[src/rtl/mem_ctrl.sv]
// mem_ctrl: arbitrates fetch and load/store requests onto a byte-wide RAM/IO bus
module mem_ctrl #(
    parameter logic [1:0] IO_HI = 2'b11
) (
    input  logic        clk,
    input  logic        rst,
    input  logic        rdy,
    input  logic        IC_rn,
    input  logic [31:0] IC_addr,
    output logic        IC_ready,
    output logic [31:0] IC_value,
    input  logic        LS_en,
    input  logic        LS_wr,
    input  logic [31:0] LS_addr,
    input  logic [1:0]  LS_len,
    input  logic [31:0] LS_wdata,
    output logic        LS_ready,
    output logic [31:0] LS_rdata,
    input  logic [7:0]  mem_din,
    output logic [7:0]  mem_dout,
    output logic [31:0] mem_a,
    output logic        mem_wr,
    input  logic        io_buffer_full
);
    typedef enum logic [1:0] {IDLE, READ, WRITE} state_t;
    state_t state, state_n;
    logic [1:0]  cnt, cnt_n, last, last_n;
    logic [31:0] base, base_n, wbuf, wbuf_n, rbuf, rbuf_n, rb_cap, mem_a_n, ic_value_n, ls_rdata_n;
    logic [7:0]  dout_n;
    logic        is_ic, is_ic_n, last_grant, last_grant_n, wr_q, wr_q_n;
    logic        ic_ready_n, ls_ready_n, grant_ls, stall;

    // last_grant: 0 = IC, 1 = LS; a stalled IO write or a frozen bus never strobes the RAM
    assign grant_ls = LS_en & (~IC_rn | ~last_grant);
    assign stall    = (base[17:16] == IO_HI) & io_buffer_full;
    assign mem_wr   = wr_q & rdy & ~stall;
    assign rb_cap   = rbuf | ({24'b0, mem_din} << {cnt, 3'b000});

    // next-state and datapath decisions for one bus byte per cycle
    always_comb begin
        state_n      = state;
        cnt_n        = cnt;
        last_n       = last;
        base_n       = base;
        wbuf_n       = wbuf;
        rbuf_n       = rbuf;
        is_ic_n      = is_ic;
        last_grant_n = last_grant;
        wr_q_n       = wr_q;
        mem_a_n      = mem_a;
        dout_n       = mem_dout;
        ic_ready_n   = 1'b0;
        ls_ready_n   = 1'b0;
        ic_value_n   = IC_value;
        ls_rdata_n   = LS_rdata;
        case (state)
            IDLE: if (IC_rn | LS_en) begin
                is_ic_n      = ~grant_ls;
                last_grant_n = grant_ls;
                base_n       = grant_ls ? LS_addr : IC_addr;
                mem_a_n      = base_n;
                last_n       = grant_ls ? (LS_len == 2'd2 ? 2'd3 : LS_len) : 2'd3;
                wbuf_n       = LS_wdata;
                cnt_n        = 2'd0;
                rbuf_n       = 32'd0;
                wr_q_n       = grant_ls & LS_wr;
                dout_n       = (grant_ls & LS_wr) ? LS_wdata[7:0] : mem_dout;
                state_n      = (grant_ls & LS_wr) ? WRITE : READ;
            end
            READ: begin
                rbuf_n  = rb_cap;
                cnt_n   = cnt + 2'd1;
                mem_a_n = base + {30'b0, cnt} + 32'd1;
                if (cnt == last) begin
                    state_n    = IDLE;
                    cnt_n      = 2'd0;
                    mem_a_n    = 32'd0;
                    ic_ready_n = is_ic;
                    ls_ready_n = ~is_ic;
                    ic_value_n = is_ic ? rb_cap : IC_value;
                    ls_rdata_n = is_ic ? LS_rdata : rb_cap;
                end
            end
            WRITE: if (!stall) begin
                if (cnt == last) begin
                    state_n    = IDLE;
                    cnt_n      = 2'd0;
                    wr_q_n     = 1'b0;
                    mem_a_n    = 32'd0;
                    ls_ready_n = 1'b1;
                end else begin
                    cnt_n   = cnt + 2'd1;
                    mem_a_n = base + {30'b0, cnt} + 32'd1;
                    dout_n  = wbuf[{cnt_n, 3'b000} +: 8];
                end
            end
            default: state_n = IDLE;
        endcase
    end

    // register everything; rst wins, rdy low freezes all state
    always_ff @(posedge clk) begin
        if (rst) begin
            state      <= IDLE;
            cnt        <= 2'd0;
            last       <= 2'd0;
            base       <= 32'd0;
            wbuf       <= 32'd0;
            rbuf       <= 32'd0;
            is_ic      <= 1'b0;
            last_grant <= 1'b0;
            wr_q       <= 1'b0;
            mem_a      <= 32'd0;
            mem_dout   <= 8'd0;
            IC_ready   <= 1'b0;
            LS_ready   <= 1'b0;
            IC_value   <= 32'd0;
            LS_rdata   <= 32'd0;
        end else if (rdy) begin
            state      <= state_n;
            cnt        <= cnt_n;
            last       <= last_n;
            base       <= base_n;
            wbuf       <= wbuf_n;
            rbuf       <= rbuf_n;
            is_ic      <= is_ic_n;
            last_grant <= last_grant_n;
            wr_q       <= wr_q_n;
            mem_a      <= mem_a_n;
            mem_dout   <= dout_n;
            IC_ready   <= ic_ready_n;
            LS_ready   <= ls_ready_n;
            IC_value   <= ic_value_n;
            LS_rdata   <= ls_rdata_n;
        end
    end
endmodule
[config.mk]
export PLATFORM = sky130hd
export DESIGN_NAME = mem_ctrl
export DESIGN_NICKNAME = d
export VERILOG_FILES = /design/src/rtl/mem_ctrl.sv
export SDC_FILE = /design/constraint.sdc
export NUM_CORES = 1
export LEC_CHECK = 0
export BUFFER_PORTS_ARGS = -buffer_cell sky130_fd_sc_hd__buf_2
export CORE_AREA = 5 5 177 179
export CTS_BUF_LIST = sky130_fd_sc_hd__clkbuf_2 sky130_fd_sc_hd__clkbuf_4 sky130_fd_sc_hd__clkbuf_8
export CTS_CLUSTER_DIAMETER = 120
export DETAILED_ROUTE_END_ITERATION = 8
export DIE_AREA = 0 0 182 184
export PLACE_DENSITY = 0.6
export REMOVE_ABC_BUFFERS = 1
export SKIP_LAST_GASP = 1
export SYNTH_ARGS = -nofsm -noshare
export SYNTH_HDL_FRONTEND = slang
export SYNTH_SLANG_ARGS = --single-unit
[constraint.sdc]
create_clock -name clk -period 8.4 [get_ports clk]
set_input_delay 0.84 -clock clk [delete_from_list [all_inputs] [get_ports clk]]
set_output_delay 0.84 -clock clk [all_outputs]
set_load 0.1 [all_outputs]
==> summary.txt <==
Floorplan
  • Number of rows created at floorplan: 63
  • Std-Cell Core Area: approximately 0.029 mm2
  • Total I/O pin count: between 200 and 250
  • Die outline width: 182 um
  • Chip height: 184 um
  • Total Die Area: 0.0335 mm2
  • Effective utilization at floorplan: 0.316

Routing
  • DRC errors left: 0
  • WL final: 27.6 mm
  • Via-per-instance ratio: about 5
  • Drt initial violations: 440
  • Wire length per cell after detailed routing: about 16 um
  • Detail Route Antenna Nets: 0
  • TritonRoute pass-1 iters: 5
  • Vias: around 8.5k

Logic synthesis
  • Dominant synthesized flop cell: sky130_fd_sc_hd__dfxtp_1
  • Number of enable flip-flop cells after synthesis: 0
  • Warnings, synthesis: 0
  • Ys async rst share: 0
  • Cell area after synthesis: a little over 0.009 mm2
  • Count of mapped cells out of synthesis: 1088
  • Number of distinct library cells after synthesis: 56
  • Register bit total from synthesis: approximately 210
  • Share of synthesized area occupied by flip-flops and latches: 0.454
  • Post-synthesis area per instance: roughly 8.6 um2

STA
  • Post-route fraction of the period consumed by the critical path: 0.441
  • FMAX: 0.270 GHz
  • Final setup violation count: 0
  • Slew at the pin with the worst max-slew slack: approximately 1.3 ns
  • Hold slack final: 0.450 ns
  • Hold Violations, Final: 0
  • Headroom to the max-slew limit: 0.158
  • Worst-case clock skew: 0.0212 ns
  • Max Transition Viols Final: 0
  • Setup TNS after final layout: 0 ns
  • Final period demand of the worst path: 3.71 ns
  • Unrepaired setup endpoints after global routing: false
  • Minimum setup slack in the final design: around 4.7 ns

Critical path
  • Required time at the worst-slack endpoint: 8.88 ns
  • FF-to-FF setup slack: between 4 and 5 ns
  • Worst Setup Path Type: reg -> reg
  • Kind of end point of the critical path: flop
  • R2r worst-path depth: 8
  • Startpoint of the lowest-slack register-to-register path: cnt[0]$_SDFFE_PP0P_
  • End of the worst register-to-register path: mem_a[18]$_SDFFE_PP0P_
  • Startpoint class of the critical path: flop
  • Arrival time of data at the critical path endpoint: around 4.2 ns
  • Worst Path Max Fanout: 15

Clocking
  • Count of hold-fix buffers inserted at cts: 0
  • Clock Pin Slew Worst Setup and Hold Paths: about 0.060 ns
  • Cts bufs inserted: 39
  • # clock sinks: approximately 210
  • CTS tree: yes
  • Clock tree buffer depth: 3
  • Source-to-sink clock delay at the later pin of the worst-skew pair: about 0.55 ns
  • Number of setup buffers added after CTS: 0
  • Post-cts repair resize count: 0
  • H-tree level count: 2
  • Clock Tree Root: sky130_fd_sc_hd__clkbuf_8

Worst hold path
  • Hold Startpoint: wbuf[27]$_SDFFE_PP0P_
  • Hold-critical path endpoint: wbuf[27]$_SDFFE_PP0P_
  • Hold-critical path depth: 2
  • Type of the tightest min-delay check: reg -> reg

Placed design
  • Post-DP HPWL: approximately 19 mm
  • Post-Place Setup Slack: 4.70 ns
  • Placed cells: between 1.5k and 2k
  • Placed instance area: roughly 0.011 mm2
  • Final estimated routing congestion in global placement: between 0.8 and 0.9
  • Total of buffers placed on input and output ports: between 200 and 250

Job
  • Max-cap viol count: 0

Global routing
  • Number of global-route vias before repair: around 8.1k
  • Residual overflow from global routing: 0
  • Initial antenna violation count: 4
  • Global-route wire length before repair: between 40 and 50 mm
  • Overall fraction of global-route tracks in use: 0.158
  • Maximum number of pins on one net before global-route repair: between 100 and 150

Pwr
  • VDD IR max: 0.000119 V
  • Final total power: roughly 2.8 mW
  • Leakage power of the design: about 4.5 nW
  • Power per cell area: 243 mW/mm2

Final layout
  • Share of layout cells above drive strength 1: 0.250
  • Nets: 1376
  • Non-Filler Instances: about 1.7k
  • Fill count: 3030
  • Final design area excluding fillers: ~0.011 mm2
  • Core utilization of the finished layout: 0.390
  • Antenna diode count: 0
  • Synth-to-Final Area Change: 23.1%

Status
  • Result of the run: completed
-- cell families (layout without fill, tap and decap cells) --
logic type                 count (synthesis)  count (layout)  synth area share
and+or+nand+nor                          357             357             0.167
AOI/OAI and AO/OA                        331             331             0.237
DFF                                      211             211             0.454
buffers and inverters                    118             316            0.0535
muxes                                     49              49            0.0636
xor gates and xnor gates                  15              15            0.0141
adders and majority gates                  7               7            0.0102
-- where the power goes --
group	leakage, nW	internal, mW	switching (mW)
registers	1.72	1.07	0.0480
clock network	0.475	0.650	0.449
logic	2.31	0.134	0.434
-- worst max path at each step --
stage | startpoint | endpoint | slack (ns) | depth (start not counted)
final | cnt[0]$_SDFFE_PP0P_ | mem_a[18]$_SDFFE_PP0P_ | 4.69 | 8
after global routing | cnt[0]$_SDFFE_PP0P_ | mem_a[26]$_SDFFE_PP0P_ | 4.40 | 8
after CTS | cnt[0]$_SDFFE_PP0P_ | mem_a[18]$_SDFFE_PP0P_ | 4.68 | 8
after detailed placement | cnt[0]$_SDFFE_PP0P_ | mem_a[18]$_SDFFE_PP0P_ | 4.70 | 8
after global placement | rdy | rbuf[7]$_SDFFE_PP0P_ | 4.81 | 5
after floorplan | cnt[0]$_SDFFE_PP0P_ | LS_rdata[0]$_SDFFE_PP0P_ | 1.75 | 4
-- registers in the layout, indices dropped and copies added, names as in the netlist --
register / cells
cnt: 2
base: 32
is_ic: 1
wr_q: 1
last_grant: 1
LS_ready: 1
state: 2
wbuf: 32
mem_a: 32
IC_ready: 1
rbuf: 32
last: 2
IC_value: 32
mem_dout: 8
LS_rdata: 32
-- layout by cell type (no fill, tap or decap), drive strengths merged, types with 3 or more instances in the layout --
cell / instances
a211oi: 113
a21oi: 104
a22oi: 32
and3: 8
and4: 6
buf: 231
clkbuf: 61
clkinv: 6
dfxtp: 211
ha: 6
inv: 16
mux2i: 40
mux4: 8
nand2: 83
nand3: 13
nand4: 11
nor2: 189
nor3: 19
nor4: 13
o2111ai: 6
o211a: 3
o21a: 3
o21ai: 41
o221ai: 7
o31a: 11
or3: 5
xnor2: 11
xor2: 4
-- cell type report --
type / count / area, um2 / area share
multi-input combinational: 759 / 4610 / 0.402
sequential: 211 / 4220 / 0.369
timing repair buffer: 231 / 1190 / 0.104
clock buffer: 61 / 764 / 0.0667
tap: 390 / 488 / 0.0426
clock inverter: 10 / 124 / 0.0108
inverter: 14 / 52.6 / 0.00459
-- metal layers --
metal | vias to the layer above | global-route usage | share of wire
met2 | 220 | 0.254 | 0.46
met3 | 42 | 0.0394 | 0.065
met1 | 3974 | 0.215 | 0.46
met5 | - | 0 | 0.0012
li1 | 4273 | - | -
met4 | 6 | 0.0372 | 0.014
-- synth_stat cells (6+ instances only) --
library cell,number,share of area
sky130_fd_sc_hd__dfxtp_1,211,0.45
sky130_fd_sc_hd__nor2_1,189,0.076
sky130_fd_sc_hd__a211oi_1,113,0.091
sky130_fd_sc_hd__a21oi_1,104,0.056
sky130_fd_sc_hd__nand2_1,82,0.033
sky130_fd_sc_hd__clkbuf_1,59,0.024
sky130_fd_sc_hd__mux2i_1,40,0.043
sky130_fd_sc_hd__o21ai_0,40,0.022
sky130_fd_sc_hd__a22oi_1,32,0.026
sky130_fd_sc_hd__buf_2,19,0.010
sky130_fd_sc_hd__nor3_1,19,0.010
sky130_fd_sc_hd__buf_1,18,0.0073
sky130_fd_sc_hd__inv_1,13,0.0052
sky130_fd_sc_hd__nand3_1,13,0.0070
sky130_fd_sc_hd__nor4_1,13,0.0087
sky130_fd_sc_hd__nand4_1,11,0.0074
sky130_fd_sc_hd__o31a_1,11,0.010
sky130_fd_sc_hd__xnor2_1,11,0.010
sky130_fd_sc_hd__and3_1,8,0.0054
sky130_fd_sc_hd__mux4_2,8,0.019
sky130_fd_sc_hd__o221ai_1,7,0.0066
sky130_fd_sc_hd__and4_1,6,0.0056
sky130_fd_sc_hd__buf_4,6,0.0048
sky130_fd_sc_hd__ha_1,6,0.0081
-- worst max-delay path: stages, from the launching register on --
cell and delay (ns):
sky130_fd_sc_hd__dfxtp_1 0.91, sky130_fd_sc_hd__clkinv_1 0.44, sky130_fd_sc_hd__ha_1 0.34, sky130_fd_sc_hd__fa_1 0.42, sky130_fd_sc_hd__and4b_1 0.38, sky130_fd_sc_hd__nand2_1 0.32, sky130_fd_sc_hd__or3_2 0.55, sky130_fd_sc_hd__a21oi_1 0.15
sky130_fd_sc_hd__o31a_1 0.13
Note: power is estimated with default switching activity, not from simulation.
